`src/rtl/odyssey_video_timing.sv`:
```
// odyssey_video_timing: Odyssey raster counters with sync/blank decodes for the MiSTer emu wrapper
// Ports: clk system clock; reset_n async active-low reset; ce count enable; pal requested mode (1 = PAL),
//        taken only at frame end; hcnt/vcnt raster position; hsync/vsync active-high sync; hblank/vblank
//        blanking; line_start/frame_start one-clock strobes; pal_active mode of the current frame.
module odyssey_video_timing #(
  parameter logic [10:0] H_TOTAL_NTSC  = 11'd1270,
  parameter logic [10:0] H_TOTAL_PAL   = 11'd1280,
  parameter logic [8:0]  V_TOTAL_NTSC  = 9'd262,
  parameter logic [8:0]  V_TOTAL_PAL   = 9'd312,
  parameter logic [10:0] HS_WIDTH      = 11'd94,
  parameter logic [8:0]  VS_WIDTH      = 9'd3,
  parameter logic [10:0] HB_END        = 11'd88,
  parameter logic [10:0] HB_START      = 11'd1147,
  parameter logic [8:0]  VB_END        = 9'd34,
  parameter logic [8:0]  VB_START_NTSC = 9'd240,
  parameter logic [8:0]  VB_START_PAL  = 9'd290
) (
  input  logic        clk,
  input  logic        reset_n,
  input  logic        ce,
  input  logic        pal,
  output logic [10:0] hcnt,
  output logic [8:0]  vcnt,
  output logic        hsync,
  output logic        vsync,
  output logic        hblank,
  output logic        vblank,
  output logic        line_start,
  output logic        frame_start,
  output logic        pal_active
);
  logic [10:0] r_hcnt, w_htot, w_htot_n, w_hcnt_n;
  logic [8:0]  r_vcnt, w_vtot, w_vtot_n, w_vbs_n, w_vcnt_n;
  logic        r_pal, w_pal_n, w_hend, w_fend;
  logic        r_hsync, r_vsync, r_hblank, r_vblank, r_line_start, r_frame_start;
  // Wrap uses the current frame's totals; decodes use the totals of the frame the next position belongs to.
  always_comb begin
    w_htot   = r_pal ? H_TOTAL_PAL : H_TOTAL_NTSC;
    w_vtot   = r_pal ? V_TOTAL_PAL : V_TOTAL_NTSC;
    w_hend   = r_hcnt == w_htot - 11'd1;
    w_fend   = w_hend && (r_vcnt == w_vtot - 9'd1);
    w_hcnt_n = w_hend ? 11'd0 : r_hcnt + 11'd1;
    w_vcnt_n = w_fend ? 9'd0 : w_hend ? r_vcnt + 9'd1 : r_vcnt;
    w_pal_n  = w_fend ? pal : r_pal;
    w_htot_n = w_pal_n ? H_TOTAL_PAL : H_TOTAL_NTSC;
    w_vtot_n = w_pal_n ? V_TOTAL_PAL : V_TOTAL_NTSC;
    w_vbs_n  = w_pal_n ? VB_START_PAL : VB_START_NTSC;
  end
  always_ff @(posedge clk or negedge reset_n) begin
    if (!reset_n) begin
      r_hcnt        <= 11'd0;
      r_vcnt        <= 9'd0;
      r_pal         <= 1'b0;
      r_hsync       <= 1'b0;
      r_vsync       <= 1'b0;
      r_hblank      <= 1'b1;
      r_vblank      <= 1'b1;
      r_line_start  <= 1'b0;
      r_frame_start <= 1'b0;
    end else if (ce) begin
      r_hcnt        <= w_hcnt_n;
      r_vcnt        <= w_vcnt_n;
      r_pal         <= w_pal_n;
      r_hsync       <= w_hcnt_n >= w_htot_n - HS_WIDTH;
      r_vsync       <= w_vcnt_n >= w_vtot_n - VS_WIDTH;
      r_hblank      <= !(w_hcnt_n >= HB_END && w_hcnt_n < HB_START);
      r_vblank      <= !(w_vcnt_n >= VB_END && w_vcnt_n < w_vbs_n);
      r_line_start  <= w_hcnt_n == 11'd0;
      r_frame_start <= w_hcnt_n == 11'd0 && w_vcnt_n == 9'd0;
    end else begin
      r_line_start  <= 1'b0;
      r_frame_start <= 1'b0;
    end
  end
  assign hcnt        = r_hcnt;
  assign vcnt        = r_vcnt;
  assign hsync       = r_hsync;
  assign vsync       = r_vsync;
  assign hblank      = r_hblank;
  assign vblank      = r_vblank;
  assign line_start  = r_line_start;
  assign frame_start = r_frame_start;
  assign pal_active  = r_pal;
endmodule

```
`config.mk`:
```
export PLATFORM = sky130hd
export DESIGN_NAME = odyssey_video_timing
export DESIGN_NICKNAME = d
export VERILOG_FILES = /design/src/rtl/odyssey_video_timing.sv
export SDC_FILE = /design/constraint.sdc
export NUM_CORES = 1
export LEC_CHECK = 0
export ABC_CLOCK_PERIOD_IN_PS = 8840
export BUFFER_PORTS_ARGS = -buffer_cell sky130_fd_sc_hd__buf_2
export CAP_MARGIN = 20
export CORE_MARGIN = 8
export CORE_UTILIZATION = 55
export CTS_CLUSTER_DIAMETER = 120
export CTS_CLUSTER_SIZE = 10
export DETAILED_ROUTE_END_ITERATION = 16
export MAX_ROUTING_LAYER = met4
export PLACE_DENSITY = 0.83
export REMOVE_ABC_BUFFERS = 1
export SYNTH_ARGS = -nofsm -noshare
export SYNTH_HDL_FRONTEND = slang
export SYNTH_SLANG_ARGS = --single-unit
```
`constraint.sdc`:
```
create_clock -name clk -period 8.84 [get_ports clk]
set_clock_uncertainty 0.1 [all_clocks]
set_input_delay 0.442 -clock clk [delete_from_list [all_inputs] [get_ports clk]]
set_output_delay 0.442 -clock clk [all_outputs]
set_load 0.01 [all_outputs]
```
# Yosys cells after proc, flatten, opt, wreduce, memory -nomap -nowiden
# Cells that the tools add are included.
# totals
regBits	27
in_bits	4
output_inout_bits	27
word_cells	42
# classes
n_addsub	6
magnitude_cmp	6
eq_ne	2
muxes	11
n_reduce_logical	8
# op_table
cell	n
two-way mux 9 bit	5
two-way mux 6 bit	2
adder 11 x 1 -> 11 bit (second input constant)	1
equality test 11 bit	1
>= comparator 11 bit	1
>= comparator 11 x 7 -> 1 bit (second input constant)	1
logical NOT 11 bit	1
< comparator 11 bit (second input constant)	1
two-way mux 11 bit	1
subtractor 11 x 1 -> 11 bit (second input constant)	1
subtractor 11 x 7 -> 11 bit (second input constant)	1
adder 9 x 1 -> 9 bit (second input constant)	1
equality test 9 bit	1
>= comparator 9 x 6 -> 1 bit (second input constant)	1
>= comparator 9 bit	1
logical NOT 9 bit	1
< comparator 9 bit	1
subtractor 9 x 1 -> 9 bit (second input constant)	1
subtractor 9 x 2 -> 9 bit (second input constant)	1
logical AND 1 bit	4
two-way mux 1 bit	3
logical NOT 1 bit	2

# Logic depth before layout (Yosys ltp)
# Gate-level depths: netlist of run 1.
# depth
word_depth	9
depth_mapped	12
depth_no_buf	11

# Worst setup path after synthesis of run 1
# OpenSTA, ideal clock, no wires.
# synth_timing
path_type	reg-to-reg
from	reg r_vcnt[4] (netlist: vcnt[4])
to	reg r_hsync (netlist: hsync)
setup_ps	139
arrival_ps	3200
required_ps	8601
setup_slack_ps	5401
stages_incl_launch_ff	12
path_buffers	1
synth_period_minus_slack_ps	3439
cell_sequence	dfrtp_1 > buf_6 > or4_4 > a211oi_4 > nand2_1 > mux2i_1 > inv_1 > ha_1 > a2111oi_0 > a21oi_1 > nor4_1 > o32ai_1
# synth_between
elab_chain_cells	6
# synth_lines
item	line_no	rtl
start: declaration	33	logic [8:0] r_vcnt, w_vtot, w_vtot_n, w_vbs_n, w_vcnt_n;
start signal: assignment	62	r_vcnt <= w_vcnt_n;
equality test 9 bit	41	w_fend = w_hend && (r_vcnt == w_vtot - 9'd1);
logical AND 1 bit	41	
two-way mux 1 bit	44	w_pal_n = w_fend ? pal : r_pal;
via w_pal_n	34	logic r_pal, w_pal_n, w_hend, w_fend;
two-way mux 9 bit	45	w_htot_n = w_pal_n ? H_TOTAL_PAL : H_TOTAL_NTSC;
subtractor 11 x 7 -> 11 bit	64	r_hsync <= w_hcnt_n >= w_htot_n - HS_WIDTH;
>= comparator 11 bit	64	
end signal: assignment	64	
end: declaration	35	logic r_hsync, r_vsync, r_hblank, r_vblank, r_line_start, r_frame_start;
# The timed path passes the listed nets, and every way through them passes these cells.
# A chain may end at the register's enable or synchronous reset.

# Final worst setup path of run 1
# layout_timing
from	reg r_hcnt[3] (netlist: hcnt[3])
to	reg r_hsync (netlist: hsync)
# layout_between
elab_chain_cells	6
elab_cells_between_ends	8
classes_between	add/sub: 2; order compare: 1; eq/ne: 1; mux: 3; reduce/logical: 1
# layout_lines
item	line_no	rtl
start: declaration	32	logic [10:0] r_hcnt, w_htot, w_htot_n, w_hcnt_n;
start signal: assignment	61	r_hcnt <= w_hcnt_n;
equality test 11 bit	40	w_hend = r_hcnt == w_htot - 11'd1;
logical AND 1 bit	41	
two-way mux 1 bit	44	
via w_pal_n	34	
two-way mux 9 bit	45	
subtractor 11 x 7 -> 11 bit	64	
>= comparator 11 bit	64	
# The timed path passes the listed nets, and every way through them passes these cells.

==> results of run 1 <==
[registers in the layout, indices dropped and copies added (netlist names)]
name,flops
line_start,1
vblank,1
pal_active,1
frame_start,1
hcnt,11
hblank,1
hsync,1
vsync,1
vcnt,9
[metrics by stage]
step	hold WS (ps)	cell area (µm²)	worst slack (ps)
after global routing	105.3	2485	4479
after global placement	381.1	2439	5022
after CTS	77.33	2485	4841
after detailed placement	392.2	2439	4845
after floorplan	46.41	2226	5422
final	59.03	2485	4811
[report_power, final]
group	internal (mW)	switching [mW]	total, mW
logic	0.0930	0.120	0.213
registers	0.144	0.0515	0.195
clock network	0.0316	0.0408	0.0725
total	0.268	0.212	0.480
[cell usage after synthesis, types with 2 or more instances]
master	instances	share of area
inv_1	11	0.018
o211ai_1	2	0.0065
a211oi_1	3	0.0098
xnor2_1	10	0.038
a31oi_1	5	0.014
nand3_1	9	0.020
a21oi_1	15	0.033
xor2_1	8	0.030
nor4b_1	3	0.011
or4_1	3	0.0098
o21ai_0	20	0.043
nor3_1	6	0.013
nand2b_1	6	0.016
o2111ai_1	2	0.0076
clkbuf_1	14	0.023
or3_1	4	0.011
buf_2	3	0.0065
o21a_1	3	0.0098
mux2i_1	3	0.013
o31ai_1	3	0.0098
ha_1	15	0.081
nor2b_1	2	0.0054
mux2_2	5	0.024
nand4_1	4	0.011
a22oi_1	2	0.0065
nand3b_1	2	0.0065
or2_2	2	0.0054
a211oi_4	2	0.017
and3b_1	3	0.011
nor2_1	16	0.026
and3_1	5	0.014
dfrtp_1	25	0.27
nor4_1	3	0.0081
nand2_1	36	0.059
dfstp_2	2	0.023
[critical path: cells and delay by family (launching register included)]
family                     cells  cell delay, ps
buffers and inverters          1             280
AOI/OAI and AO/OA              4            1270
adders and majority gates      1             340
muxes                          1             490
and+or+nand+nor                3             740
DFF                            1             670
[worst max path at each step]
| stage | endpoint | slack [ps] | startpoint | depth (start not counted) |
|---|---|---|---|---|
| after floorplan | hsync | 5420 | hcnt[3] | 10 |
| after global placement | hsync | 5020 | hcnt[3] | 10 |
| after detailed placement | hsync | 4850 | hcnt[4] | 10 |
| after CTS | hsync | 4840 | hcnt[4] | 10 |
| after global routing | hsync | 4480 | hcnt[3] | 10 |
| final | hsync | 4810 | hcnt[3] | 10 |
[cell type report]
type                            instances  area, µm²  area share
Multi-Input combinational cell        221       1503      0.6047
Clock buffer                            3      41.29     0.01662
Timing Repair Buffer                   30      150.1     0.06042
Clock inverter                          1      5.005    0.002014
Inverter                               12      45.04     0.01813
Sequential cell                        27      678.2      0.2729
Tap cell                               50      62.56     0.02518
[cell families (layout without fill, tap and decap cells)]
kind of cell / after synthesis / after routing / synth area share
AO/OA/AOI/OAI: 69 / 69 / 0.2054
XOR/XNOR: 18 / 18 / 0.06829
adder cells (fa/ha/maj): 15 / 15 / 0.08130
buffers and inverters: 31 / 46 / 0.05528
flip-flops: 27 / 27 / 0.2938
multiplexers: 8 / 8 / 0.03740
AND/OR/NAND/NOR: 111 / 111 / 0.2585
[placed cells by master (no fill, tap or decap), types with 2 or more instances in the layout]
cell type and count:
nand2_1 36, buf_2 30, dfrtp_1 25, o21ai_0 20
nor2_1 16, a21oi_1 15, ha_1 15, inv_1 11
xnor2_1 10, nand3_1 9, xor2_1 8, nor3_1 6
nand2b_1 6, and3_1 5, a31oi_1 5, mux2_2 5
nand4_1 4, or3_1 4, nor4_1 3, mux2i_1 3
o31ai_1 3, or4_1 3, and3b_1 3, nor4b_1 3
o21a_1 3, a211oi_1 3, clkbuf_8 3, o211ai_1 2
or2_2 2, o2111ai_1 2, a211oi_4 2, a22oi_1 2
nor2b_1 2, nand3b_1 2, dfstp_2 2
[routing by layer]
| layer | GRT usage | vias up | routed length [µm] |
|---|---|---|---|
| met2 | 0.2823 | 70 | 2630 |
| met3 | 0.02428 | 2 | 412 |
| li1 | - | 1033 | - |
| met4 | 0.04821 | 0 | 34 |
| met5 | - | - | 0 |
| met1 | 0.2768 | 1015 | 2830 |
==> impl_results.md, run 1 <==
* Total gr overflow at 0
* Post-synth EDFFs at 0
* Clock Latency Late Sink at 280 ps
* P_leak at 1.099 nW
* Syn Area/Cell at 8.274 µm²
* Startpoint Class: flop
* Die height at 80.79 µm
* Worst r2r src: hcnt[3]
* Mean routed wirelength per cell at 17.17 µm
* Sequential area share after synthesis at 0.2938
* Pre-antenna DRT Iters at 4
* Setup crit end kind: flop
* Worst-path cell chain: and3_1 > o2111a_1 > nand2_1 > mux2i_1 > inv_1 > ha_1 > a2111oi_0 > a21oi_1 > nor4_1 > o32ai_1
* Min Tclk post-route at 4029 ps
* Fill cells at 387
* Post-synth ARST share at 1.000
* Clock Root Buffer: clkbuf_8
* Final setup fails at 0
* Clock slew at the register clock pins of the worst setup and hold paths at 100 ps
* Dpl hpwl at 4386 µm
* TNS Setup at 0 ps
* Slowest Stage Delay on Critical Path at 670 ps
* Cells on worst reg2reg path at 10
* YS warnings at 0
* Crit path DAT at 4070 ps
* Max-cap violations at 0
* Row Count at 23
* Die Wd at 80.79 µm
* Number of port buffers at 30
* Vias after detailed routing at 2120
* Status: finished clean
* First-pass GRT wire length at 9784 µm
* Clock Sink Count at 27
* Tcrit/Tclk final at 0.4558
* Clock Tree Buf Depth at 2
* CTS H-tree depth at 1
* GR Util All Layers at 0.1940
* Max transition margin at 0.5986
* Initial core utilization at 0.5730
* Slew of the pin with the lowest slew margin at 602.1 ps
* Vias in the first global route at 1936
* Critical path class: reg -> reg
* Io pins at 31
* ANT nets after route at 0
* Core area at 4029 µm²
* Total power draw at 0.4805 mW
* Worst Hold Class: in -> async
* Final Max Slew Viols at 0
* CTS tree: built
* Antenna violations before repair at 0
* Count of cell types in the netlist at 57
* Final non-filler cell total at 344
* CTS Buf Count at 3
* Yosys reg bits at 27
* Starting DRT DRC Count at 286
* Full die area at 6526 µm²
* PwrDens at 193.4 nW/µm²
* # placed instances at 340
* Fin nets at 314
* Final wirelength at 5907 µm
* Critical Path Fanout Max at 16
* Required @ worst endpoint at 8880 ps
* F_max at 248.2 MHz
* DRC at 0
* VDD IR-drop max at 118.9 µV
* Share of cells above drive strength 1 at 0.1769
* Top FF cell, synth: dfrtp_1
* Core Util, Final at 0.6168
* Setup bufs post-CTS at 0
* GP Congestion at 0.9008
* Final Hold Fails at 0
* Post-synthesis cell count at 279
* R2r setup slk at 4810 ps
* Via density at 6.163
* Largest net degree at the start of global routing at 32
* Synthesized cell area at 2308 µm²
* Unrepaired setup endpoints after global routing: no
* Crit path max-delay cell type: dfrtp_1
* RR Endpoint: hsync
* # diodes at 0
* Layout area overhead at 7.642%
* CTS resizes at 0
* # hold bufs at CTS at 0
(Power assumes the default switching activity.)
==> run 2: changes to the inputs <==
- ABC_AREA: default -> 1
- ABC_CLOCK_PERIOD_IN_PS: 8840 -> 3900
- PLACE_DENSITY: 0.83 -> 0.82
- clock period: 8.84 -> 3.9 ns (I/O delays scaled with it)
==> impl_results.md, run 2 <==
* Worst r2r src: hcnt[3]
* Initial core utilization at 0.5638 (-0.009170)
* Worst Hold Class: in -> reg
* DRC at 0 (unchanged)
* CTS H-tree depth at 1 (unchanged)
* Commonest non-fill, non-tap cell in the layout: nand2_1
* Compound-cell area share of the yosys netlist at 0.08941 (-0.1160)
* Final setup fails at 0 (unchanged)
* Final Max Slew Viols at 0 (unchanged)
* RR Endpoint: vblank
* Fraction of the mapped netlist area in adder cells at 0.07752 (-0.003781)
* GP Congestion at 0.9403 (+4.4%)
* Sequential area share after synthesis at 0.2801 (-0.01366)
* Dpl hpwl at 4799 µm (+9.4%)
* Tcrit/Tclk final at 0.8515 (+0.3957)
* PwrDens at 509.2 nW/µm² (+160%)
* Required @ worst endpoint at 4010 ps (-4870 ps)
* Share of cells above drive strength 1 at 0.2500 (+0.07313)
* Multi-input gate area at 1546 µm² (+2.9%)
* Largest net degree at the start of global routing at 34 (+6.3%)
* Top cell type's share of synthesized area at 0.2584 (-0.01260)
* Crit path DAT at 3430 ps (-640 ps)
* Critical path class: reg -> reg
* Clock slew at the register clock pins of the worst setup and hold paths at 90 ps (about the same)
* Min-delay src: ce
* Mean routed wirelength per cell at 14.48 µm (-16%)
* # hold bufs at CTS at 1 (+1)
* Largest family of logic cells by synthesized area: simple AND/OR/NAND/NOR gates
* Critical Path Fanout Max at 10 (-6)
* Cell taking the most area after synthesis: dfrtp_1
* Post-synth EDFFs at 0 (unchanged)
* TNS Setup at 0 ps (unchanged)
* Clock Latency Late Sink at 270 ps (about the same)
* Combinational power share at 0.540 (+0.097)
* Core area at 4294 µm² (+6.6%)
* Synthesized cell area at 2421 µm² (+4.9%)
* Count of cell types in the netlist at 31 (-46%)
* First-pass GRT wire length at 10240 µm (+4.7%)
* Max-cap violations at 0 (unchanged)
* Syn Area/Cell at 6.997 µm² (-15%)
* Full die area at 6781 µm² (+3.9%)
* Antenna violations before repair at 0 (unchanged)
* Synth top cells by count: 96 x nand2_1, 33 x inv_1, 28 x nand3_1, 28 x nor2_1, 25 x dfrtp_1
* Vias in the first global route at 2181 (+13%)
* Synth Area in Simple Gates at 0.4610 (+0.2024)
* Final Hold Fails at 0 (unchanged)
* # diodes at 0 (unchanged)
* Die Wd at 82.35 µm (+1.9%)
* Reg power frac at 0.341 (-0.065)
* Starting DRT DRC Count at 178 (-38%)
* Setup crit end kind: flop
* Total gr overflow at 0 (unchanged)
* Cells on worst reg2reg path at 17 (+7)
* Vias after detailed routing at 2320 (+9.4%)
* YS warnings at 0 (unchanged)
* Fill cells at 388 (+0.26%)
* Row Count at 24 (+4.3%)
* Yosys reg bits at 27 (unchanged)
* CTS Buf Count at 3 (unchanged)
* Final wirelength at 6197 µm (+4.9%)
* GR Util All Layers at 0.1982 (+0.004247)
* Most frequent cells in the layout: 96 x nand2_1, 33 x inv_1, 30 x buf_2
* Worst Hold Depth at 3
* Internal power at 0.6776 mW (+150%)
* Setup bufs post-CTS at 0 (unchanged)
* Via density at 5.421 (-12%)
* Min Tclk post-route at 3321 ps (-708.5 ps)
* CTS resizes at 0 (unchanged)
* Top FF cell, synth: dfrtp_1
* Unrepaired setup endpoints after global routing: no
* Number of port buffers at 30 (unchanged)
* Max transition margin at 0.3791 (-0.2195)
* Seq. cell area at 678.2 µm² (unchanged)
* Die height at 82.35 µm (+1.9%)
* R2r setup slk at 580 ps (-4230 ps)
* Fin nets at 396 (+26%)
* Startpoint Class: flop
* Clock Tree Buf Depth at 2 (unchanged)
* Switching share of power at 0.5020 (+0.06034)
* NetSw at 0.6832 mW (+220%)
* Ranking of synthesized cells by area: dfrtp_1 26%, nand2_1 15%, ha_1 7.8%, nand3_1 5.8%, inv_1 5.1%
* Largest register FFs at 11 (unchanged)
* CTS tree: built
* Total power draw at 1.361 mW (+180%)
* P_leak at 1.416 nW (+29%)
* Hold Path End: vsync
* Post-synth ARST share at 1.000 (unchanged)
* Layout area overhead at 10.39%
* Status: finished clean
* Clock Sink Count at 27 (unchanged)
* Slew of the pin with the lowest slew margin at 930.3 ps (+328.3 ps)
* Clock share of power at 0.119 (-0.032)
* ANT nets after route at 0 (unchanged)
* Post-synthesis cell count at 346 (+24%)
* Most common cell in the netlist: nand2_1
* Post-synthesis mux area share at 0 (-0.03740)
* VDD IR-drop max at 262.9 µV (+120%)
* Clock Root Buffer: clkbuf_8
* Io pins at 31 (unchanged)
* Pre-antenna DRT Iters at 4 (unchanged)
* F_max at 301.1 MHz (+21%)
* Post-Synth XOR/XNOR Area at 0.01085 (-0.05744)
## run 2: cell count changes after synthesis, moves of 12 or more
| cell | before | now |
|---|---|---|
| nand2_1 | 36 | 96 |
| inv_1 | 11 | 33 |
| nand3_1 | 9 | 28 |
| nand2_2 | 0 | 13 |
| inv_2 | 1 | 13 |
| nor2_1 | 16 | 28 |
## run 2: worst max-delay path by stage
stage | start | end | slack (ps) | cells after the start
finish | hcnt[3] | vblank | 580 | 17
global route | hcnt[1] | vblank | 240 | 16
CTS | pal_active | vblank | 600 | 16
detailed placement | pal_active | vblank | 660 | 16
global placement | hcnt[3] | vblank | 850 | 17
floorplan | hcnt[3] | vblank | 1060 | 17
## run 2: logic make-up (layout without fill, tap and decap cells)
group / after synthesis / after routing
DFF: 27 / 27
buffers and inverters: 52 / 82
xor gates and xnor gates: 3 / 3
and+or+nand+nor: 212 / 212
adders and majority gates: 15 / 15
AOI/OAI and AO/OA: 37 / 37
## run 2: per-stage QoR
step | hold slack [ps] | util | instances | setup slack, ps | instance area (µm²)
2_1_floorplan | -200.6 | - | 341 | 1056 | 2402
5_1_grt | 231.8 | 0.6224 | 428 | 240.7 | 2673
3_3_place_gp | 146.9 | 0.6096 | 423 | 850.7 | 2618
6_report | 219.9 | 0.6224 | 428 | 579.3 | 2673
3_5_place_dp | 149.4 | 0.6096 | 423 | 662.6 | 2618
4_1_cts | 204.7 | 0.6224 | 428 | 600.9 | 2673
## run 2: layer usage
metal | GRT usage | part of all wire | vias to the layer above | routed length [µm]
met5 | - | 0 | - | 0
met4 | 0.06140 | 0.015 | 0 | 93
met3 | 0.01948 | 0.056 | 8 | 349
met2 | 0.3101 | 0.47 | 74 | 2938
met1 | 0.2633 | 0.45 | 1060 | 2815
li1 | - | - | 1178 | -
## run 2: critical path, stage by stage (launching register included)
cell and delay, ps:
dfrtp_1 460, inv_2 160, nand2_1 70, nand2_1 50, nand2_1 50, nor2_1 180, nand3_1 150, nor3_1 150
nor2_1 60, nor2_1 550, inv_1 260, ha_1 360, nand2_1 90, nor2_1 40, a2111oi_0 280, nand2_1 100
nor2_1 120, nor2_1 50
## run 2: power by group through the flow
stage / Combinational [mW] / Clock [mW] / Sequential, mW
detailed placement: 0.726 / 0 / 0.470
finish: 0.735 / 0.161 / 0.464
global placement: 0.719 / 0 / 0.467
CTS: 0.732 / 0.170 / 0.464
floorplan: 0.499 / 0 / 0.482
global route: 0.820 / 0.181 / 0.480
## run 2: layout make-up
cell class / count / area share
timing repair buffer: 31 / 0.05993
clock buffer: 4 / 0.01685
inverter: 47 / 0.06648
tap: 52 / 0.02434
sequential: 27 / 0.2537
multi-input combinational: 267 / 0.5787
==> run 3: changes to the inputs <==
- ABC_CLOCK_PERIOD_IN_PS: 3900 -> 3500
- clock period: 3.9 -> 3.5 ns (I/O delays scaled with it)
==> impl_results.md, run 3 (same netlist as run 2, synthesis figures left out) <==
* Dpl hpwl at 4777 µm (-0.48%)
* Slowest Stage Delay on Critical Path at 470 ps (-80 ps)
* Layout area overhead at 10.85%
* Unrepaired setup endpoints after global routing: no
* Fill cells at 401 (+3.4%)
* CTS Buf Count at 3 (unchanged)
* Crit path max-delay cell type: dfrtp_1
* PnR worst setup slack at 424.8 ps (-154.5 ps)
* Setup crit end kind: flop
* Die height at 82.35 µm (unchanged)
* Row Count at 24 (unchanged)
* Pre-CTS WS at 216.5 ps (-446.1 ps)
* F_max at 325.2 MHz (+8.0%)
* Final wirelength at 6102 µm (-1.5%)
* Largest register FFs at 11 (unchanged)
* Final hold slack at 192.4 ps (-27.50 ps)
* Fin area at 2684 µm² (+0.42%)
* Io pins at 31 (unchanged)
* PwrDens at 570.6 nW/µm² (+12%)
* Via density at 5.443 (+0.41%)
* Cell Area, Placed at 2625 µm² (+0.29%)
* Fin nets at 397 (+0.25%)
* Crit path DAT at 3190 ps (-240 ps)
* Critical Path Fanout Max at 10 (unchanged)
* Full die area at 6781 µm² (unchanged)
* Final Max Slew Viols at 0 (unchanged)
* Min Tclk post-route at 3075 ps (-245.5 ps)
* Worst-path cell chain: inv_2 > nand2_1 > nand2_1 > nand2_1 > nor2_1 > nand3_1 > nor3_1 > nor2_1 > nor2_2 > inv_1 > ha_1 > nand2_1 > nor2_1 > a2111oi_0 > nand2_1 > nor2_1 > nor2_1
* Clock slew at the register clock pins of the worst setup and hold paths at 100 ps (about the same)
* Worst Hold Class: in -> reg
* First-pass GRT wire length at 10360 µm (+1.1%)
* Required @ worst endpoint at 3610 ps (-400 ps)
* Tcrit/Tclk final at 0.8786 (+0.02717)
* VDD IR-drop max at 282.5 µV (+7.5%)
* Total gr overflow at 0 (unchanged)
* Vias in the first global route at 2178 (-0.14%)
* Number of port buffers at 30 (unchanged)
* Startpoint Class: flop
* Seq. cell area at 678.2 µm² (unchanged)
* Slew of the pin with the lowest slew margin at 923.5 ps (-6.860 ps)
* Max-cap violations at 0 (unchanged)
* Die Wd at 82.35 µm (unchanged)
* TNS Setup at 0 ps (unchanged)
* Pre-antenna DRT Iters at 4 (unchanged)
* Clock Sink Count at 27 (unchanged)
* Initial core utilization at 0.5638 (unchanged)
* Final setup fails at 0 (unchanged)
* GR Util All Layers at 0.1980 (-0.0002295)
* GP Congestion at 0.9606 (+2.2%)
* Largest net degree at the start of global routing at 34 (unchanged)
* Vias after detailed routing at 2335 (+0.65%)
* P_leak at 1.423 nW (+0.52%)
* Most frequent cells in the layout: 96 x nand2_1, 33 x inv_1, 30 x buf_2
* Clock Root Buffer: clkbuf_8
* Clock Tree Buf Depth at 2 (unchanged)
* Share of cells above drive strength 1 at 0.2573 (+0.007294)
* Mean routed wirelength per cell at 14.22 µm (-1.8%)
* Starting DRT DRC Count at 215 (+21%)
* Clock Latency Late Sink at 270 ps (about the same)
* Max transition margin at 0.3837 (+0.004578)
* Core area at 4294 µm² (unchanged)
* Critical path class: reg -> reg
* CTS H-tree depth at 1 (unchanged)
* Antenna violations before repair at 0 (unchanged)
* CTS tree: built
* # diodes at 0 (unchanged)
* DRC at 0 (unchanged)
* Commonest non-fill, non-tap cell in the layout: nand2_1
* Multi-input gate area at 1549 µm² (+0.16%)
* Status: finished clean
* Total power draw at 1.531 mW (+13%)
* ANT nets after route at 0 (unchanged)
* Final Hold Fails at 0 (unchanged)
## run 3: metal layers
layer / share of wire / GRT usage / wire (µm) / vias to the layer above
li1: - / - / - / 1187
met1: 0.47 / 0.2650 / 2858 / 1076
met2: 0.46 / 0.3125 / 2832 / 65
met3: 0.054 / 0.01299 / 328 / 7
met4: 0.014 / 0.05965 / 83 / 0
met5: 0 / - / 0 / -
## run 3: through the flow
| stage | std cells | util |
|---|---|---|
| 2_1_floorplan | 341 | - |
| 3_3_place_gp | 424 | 0.6113 |
| 3_5_place_dp | 424 | 0.6113 |
| 4_1_cts | 429 | 0.6244 |
| 5_1_grt | 429 | 0.6250 |
| 6_report | 429 | 0.6250 |
## run 3: power breakdown
part	switching, mW	internal [mW]
Sequential	0.115	0.392
Combinational	0.553	0.290
Clock	0.102	0.0798
## run 3: path summary, 6_finish.rpt
path / from / to / slack (ps) / cells after the start
min: ce / vsync / 190 / 3
min in group asynchronous: reset_n / hcnt[7] / 340 / 2
max reg2reg: hcnt[3] / vblank / 420 / 17
max in group asynchronous: reset_n / vcnt[2] / 2540 / 2
max: hcnt[3] / vblank / 420 / 17
min reg2reg: vsync / vsync / 390 / 2
## run 3: layout make-up
cell class	count	share of cell area
Sequential cell	27	0.2527
Tap cell	52	0.02424
Clock buffer	3	0.01538
Multi-Input combinational cell	267	0.5772
Inverter	47	0.06620
Clock inverter	1	0.001865
Timing Repair Buffer	32	0.06247
## run 3: worst max-delay path: cells and delay by family (launching register included)
| family | cells | cell delay, ps |
|---|---|---|
| AOI/OAI and AO/OA | 1 | 270 |
| adders and majority gates | 1 | 330 |
| buffers and inverters | 2 | 380 |
| and+or+nand+nor | 13 | 1470 |
| DFF | 1 | 470 |
## run 3: timing repair
| action | CTS | global route |
|---|---|---|
| hold buffers | 1 | 0 |
| hold endpoints to repair | 25 | 0 |
| gates resized for setup | 0 | 1 |
| endpoints found under the setup margin | 0 | 2 |
| setup buffers | 0 | 0 |
